## src/rtl/div_pkg.sv

```systemverilog
// Shared definitions for the sequential restoring divider: FSM states and default width.
package div_pkg;

  localparam int unsigned DefWidth = 8;

  typedef enum logic [1:0] {
    StIdle,
    StRun,
    StDone
  } state_e;

endpackage

```

## src/rtl/div_step.sv

```systemverilog
// One restoring-division iteration: shift in the next dividend bit, trial-subtract the divisor.
module div_step #(
  parameter int unsigned WIDTH = div_pkg::DefWidth
) (
  input  logic [WIDTH:0]   rem_in,
  input  logic             din,
  input  logic [WIDTH-1:0] divisor,
  output logic [WIDTH:0]   rem_out,
  output logic             q_bit
);

  logic [WIDTH+1:0] shifted;
  logic [WIDTH:0]   diff;

  always_comb begin
    shifted = {rem_in, din};
    q_bit   = (shifted >= {2'b00, divisor});
    // Whenever the subtract succeeds the true difference is below the divisor, so it fits.
    diff    = shifted[WIDTH:0] - {1'b0, divisor};
    rem_out = q_bit ? diff : shifted[WIDTH:0];
  end

endmodule

```

## src/rtl/sequential_divider.sv

```systemverilog
// Multi-cycle 2W/W unsigned divider: error checks at start, then one quotient bit per cycle.
module sequential_divider
  import div_pkg::*;
#(
  parameter int unsigned WIDTH = DefWidth
) (
  input  logic               clk,
  input  logic               rst,
  input  logic               start,
  input  logic [2*WIDTH-1:0] dividend,
  input  logic [WIDTH-1:0]   divisor,
  output logic [WIDTH-1:0]   quotient,
  output logic [WIDTH-1:0]   remainder,
  output logic               busy,
  output logic               done,
  output logic               div_by_zero,
  output logic               overflow
);

  localparam int unsigned CntW = $clog2(WIDTH + 1);

  state_e           state_q;
  logic [WIDTH:0]   rem_q;
  logic [WIDTH-1:0] low_q;
  logic [WIDTH-1:0] quo_q;
  logic [WIDTH-1:0] divisor_q;
  logic [CntW-1:0]  cnt_q;

  logic [WIDTH:0]   step_rem;
  logic             step_q;
  logic [WIDTH-1:0] quo_next;
  logic [WIDTH-1:0] dividend_hi;
  logic             last_iter;

  div_step #(
    .WIDTH (WIDTH)
  ) u_div_step (
    .rem_in  (rem_q),
    .din     (low_q[WIDTH-1]),
    .divisor (divisor_q),
    .rem_out (step_rem),
    .q_bit   (step_q)
  );

  always_comb begin
    quo_next    = (quo_q << 1) | WIDTH'(step_q);
    dividend_hi = dividend[2*WIDTH-1:WIDTH];
    last_iter   = (cnt_q == CntW'(WIDTH - 1));
  end

  always_ff @(posedge clk or posedge rst) begin
    if (rst) begin
      state_q     <= StIdle;
      rem_q       <= '0;
      low_q       <= '0;
      quo_q       <= '0;
      divisor_q   <= '0;
      cnt_q       <= '0;
      quotient    <= '0;
      remainder   <= '0;
      busy        <= 1'b0;
      done        <= 1'b0;
      div_by_zero <= 1'b0;
      overflow    <= 1'b0;
    end else begin
      unique case (state_q)
        StIdle: begin
          done <= 1'b0;
          if (start) begin
            divisor_q   <= divisor;
            rem_q       <= {1'b0, dividend_hi};
            low_q       <= dividend[WIDTH-1:0];
            quo_q       <= '0;
            cnt_q       <= '0;
            div_by_zero <= 1'b0;
            overflow    <= 1'b0;
            if (divisor == '0) begin
              state_q     <= StDone;
              done        <= 1'b1;
              div_by_zero <= 1'b1;
              quotient    <= '1;
              remainder   <= '0;
            end else if (dividend_hi >= divisor) begin
              // Upper half already >= divisor: the quotient cannot fit in WIDTH bits.
              state_q   <= StDone;
              done      <= 1'b1;
              overflow  <= 1'b1;
              quotient  <= '1;
              remainder <= '0;
            end else begin
              state_q <= StRun;
              busy    <= 1'b1;
            end
          end
        end
        StRun: begin
          rem_q <= step_rem;
          low_q <= low_q << 1;
          quo_q <= quo_next;
          cnt_q <= cnt_q + 1'b1;
          if (last_iter) begin
            state_q   <= StDone;
            busy      <= 1'b0;
            done      <= 1'b1;
            quotient  <= quo_next;
            remainder <= step_rem[WIDTH-1:0];
          end
        end
        StDone: begin
          state_q <= StIdle;
          done    <= 1'b0;
        end
        default: begin
          state_q <= StIdle;
          busy    <= 1'b0;
          done    <= 1'b0;
        end
      endcase
    end
  end

endmodule

```

## config.mk

```make
export PLATFORM = sky130hd
export DESIGN_NAME = sequential_divider
export DESIGN_NICKNAME = d
export VERILOG_FILES = /design/src/rtl/div_pkg.sv /design/src/rtl/div_step.sv /design/src/rtl/sequential_divider.sv
export SDC_FILE = /design/constraint.sdc
export NUM_CORES = 1
export LEC_CHECK = 0
export ABC_AREA = 1
export CORE_MARGIN = 2
export CORE_UTILIZATION = 45
export CTS_CLUSTER_DIAMETER = 150
export CTS_CLUSTER_SIZE = 8
export DETAILED_ROUTE_END_ITERATION = 7
export PLACE_DENSITY = 0.68
export SLEW_MARGIN = 20
export SYNTH_ARGS = -nofsm -noshare
export SYNTH_HDL_FRONTEND = slang
export SYNTH_SLANG_ARGS = --single-unit
```

## constraint.sdc

```tcl
create_clock -name clk -period 2.4 [get_ports clk]
set_clock_uncertainty 0.05 [all_clocks]
set_input_delay 0.48 -clock clk [delete_from_list [all_inputs] [get_ports clk]]
set_output_delay 0.48 -clock clk [all_outputs]
set_load 0.02 [all_outputs]
```

==> impl_results.md, run 1 <==
* Minimum clock period at ~2.2 ns
* Period utilization at between 90% and 100%
* Synth Flop Type: dfrtp_1
* Slowest cell on crit path: fa_1
* Synth top area share at 43.91%
* Share of cells above drive strength 1 at about 11%
* CTS HTree Levels at 3
* Clk pin slew, worst setup/hold paths at ~0.070 ns
* Final Setup Violations at 0
* Setup CP Type: flop to flop
* Worst path bufs/invs at 1
* Synth async-reset ratio at 100.0%
* Layout Cell Area excl Fill at just over 4000 um2
* Ranking of synthesized cells by area: dfrtp_1, nand2_1, inv_1
* Detail Placement HPWL at around 5.2 mm
* Initial core utilization at roughly 46%
* Vias in the first global route at around 2700
* PortBufs at 46
* Remaining antenna violation count at 0
* Largest net degree at the start of global routing at 39
* Vias per inst at approximately 4.9
* Mapped Avg Cell Area at ~7.9 um2
* DRC errors left at 0
* Total GRT Usage at between 10% and 20%
* Register bit total from synthesis at 58
* Die width at roughly 90 um
* Cts hold-fix bufs at 0
* Simple-gate share of the synthesized area at around 28%
* Routed length per placed instance at ~12 um
* Share of the yosys chip area belonging to registers at 43.91%
* CP startpoint kind: flop
* Slowest cell delay on critical path at 0.46 ns
* Hold WS at 0.4039 ns
* Crit path DAT at ~2.5 ns
* Worst skew pair latency at between 0.3 and 0.4 ns
* Synth Area in XOR/XNOR at 1.325%
* RSZ-0062 raised after global routing: false
* Total iterations of the first detailed-routing run at 4
* Setup TNS at 0 ns
* Status: completed
* Slew Viols, Final at 0
* Most common cell after layout, fill and taps aside: nand2_1
* Initial antenna violation count at 0
* Worst-path fanout max at 9
* Number of synthesized flops with an enable pin at 0
* Crit. Startpoint: low_q[7]
* Mux contribution to synthesized area at 0%
* Final #Nets at between 500 and 600
* Sink Count at 58
* Syn Inst Count at 420
* Reg2reg start: low_q[7]
* Power Density at 1543 nW/um2
* Largest family of logic cells by synthesized area: simple AND/OR/NAND/NOR gates
* Via count at between 2000 and 3000
* Placed Area at roughly 4000 um2
* Final WL at 7.083 mm
* Global-route wire length before repair at 12.45 mm
* Antenna Cells at 0
* Setup Fix Bufs, Post-CTS at 0
* Grt total ovfl at 0
* Post-synthesis compound-gate area fraction at about a tenth
* Net count after synthesis at 465
* Die footprint at between 8000 and 9000 um2
* LEAKAGE at ~2.1 nW
* Slew @ Worst Pin at 0.4703 ns
* Rel. slew slack at around two thirds
* Worst hold path class: primary input to asynchronous set/reset pin
* PostCTS Resize Cnt at 0
* Most frequent cells in the layout: nand2_1, dfrtp_1, inv_1
* Synth Cell Area at 3306 um2
* Crit. End Element: flop
* Layout Area Growth over Synthesis at 25.47%
* Total of max-cap violations at 0
* # rows at 31
* Adder-Cell Fraction of Synth Area at under 10%
* Starting DRT DRC Count at around 130
* TritonCTS clock tree: built
* Synth cell types at 36
* Leading area contributor after synthesis: dfrtp_1
* Peak Freq at about 450 MHz
* Cells along the critical path: inv_1 > ha_1 > fa_1 > nor2_2 > nor2_4 > nor2_4 > nor2_4 > nor2_8 > nand2_2 > nand2_1 > nand2_1 > nand2_1
* Worst vdd ir at 0.8477 mV
* Worst endpoint required time at ~2.6 ns
* Max Root-Sink Buffers at 2
* Yosys warning total at 0
* Delay-heaviest family, CP: simple AND/OR/NAND/NOR gates
* Routability cong. at ~0.85
* Final Hold Fails at 0
* Die height at around 90 um
* CTS root buf: clkbuf_8
* Io pins at 47
* CORE AREA at 7176 um2
* CTS buffer count at 9
==> final timing paths <==
path,end,slack (ns),cells past startpoint
setup / recovery,remainder[0],0.18,12
max in group asynchronous,rem_q[7],1.32,3
min in group clk,remainder[0],0.43,2
setup reg to reg,remainder[0],0.18,12
hold / removal,quo_q[3],0.40,2
hold reg to reg,remainder[0],0.43,2
==> worst register-to-register path: stages, from the launching register on <==
cell	delay [ns]
dfrtp_1	0.35
inv_1	0.07
ha_1	0.21
fa_1	0.46
nor2_2	0.21
nor2_4	0.06
nor2_4	0.11
nor2_4	0.10
nor2_8	0.22
nand2_2	0.08
nand2_1	0.11
nand2_1	0.07
nand2_1	0.06
==> Yosys cell counts, types with 3 or more instances <==
library cell,instances
nand2_1,115
dfrtp_1,58
inv_1,58
nor2_1,29
o21ai_0,28
nand3_1,23
ha_1,17
a21oi_1,13
nand2_2,9
o21ai_1,9
o22ai_1,6
or2_0,6
buf_2,4
clkbuf_1,4
inv_2,4
nand4_1,4
nor2_2,4
nor2_4,4
xor2_1,3
==> sequential cells by signal, summed over array words and instances, names as in the netlist <==
register     flops
quotient         8
cnt_q            4
state_q          2
rem_q            9
done             1
div_by_zero      1
divisor_q        8
low_q            8
busy             1
quo_q            7
overflow         1
remainder        8
==> metrics by stage <==
| stage | power, mW | worst slack, ns | cells | utilization [%] |
|---|---|---|---|---|
| 3_3_place_gp | 5.298 | 0.1219 | 561 | 54.66 |
| 3_5_place_dp | 5.387 | 0.05603 | 561 | 54.66 |
| 2_1_floorplan | 4.379 | 0.4420 | 420 | - |
| 5_1_grt | 6.998 | 0.05035 | 577 | 57.80 |
| 6_report | 6.400 | 0.1845 | 577 | 57.80 |
| 4_1_cts | 6.429 | 0.2001 | 577 | 57.80 |
==> logic make-up after synthesis <==
logic type               after synthesis
XOR/XNOR                               5
flip-flops                            58
AO/OA/AOI/OAI                         62
adder cells (fa/ha/maj)               18
AND/OR/NAND/NOR                      202
buffers and inverters                 75
==> report_power, final <==
group | leakage (nW) | internal [mW] | switching, mW | total (mW)
Sequential | 0.720 | 1.45 | 0.289 | 1.74
Clock | 0.106 | 0.590 | 0.430 | 1.02
Combinational | 1.28 | 1.42 | 2.23 | 3.64
Total | 2.11 | 3.45 | 2.95 | 6.40
==> per-layer routing <==
layer	wire length, um	vias to the layer above	global-route usage, %	share of wire [%]
met5	0	-	0	0
met1	3553	1304	26.05	50
met2	3180	48	30.05	45
li1	-	1440	-	-
met3	243	8	4.023	3.4
met4	106	0	7.308	1.5
==> cell type report <==
cell class	instances	area, um2
tap	99	123.9
sequential	58	1451
inverter	64	245.2
clock inverter	7	101.3
clock buffer	9	123.9
fill	659	3028
multi-input combinational	287	1551
timing repair buffer	53	550.5
(Power assumes the default switching activity.)
==> run 2, diff against run 1 <==
--- a/config.mk
+++ b/config.mk
@@ -12,7 +12,6 @@
 export CTS_CLUSTER_SIZE = 8
 export DETAILED_ROUTE_END_ITERATION = 7
 export PLACE_DENSITY = 0.68
-export SLEW_MARGIN = 20
 export SYNTH_ARGS = -nofsm -noshare
 export SYNTH_HDL_FRONTEND = slang
 export SYNTH_SLANG_ARGS = --single-unit
==> results of run 2 <==
No change in the layout: final DEF, timing and power equal those of run 1.
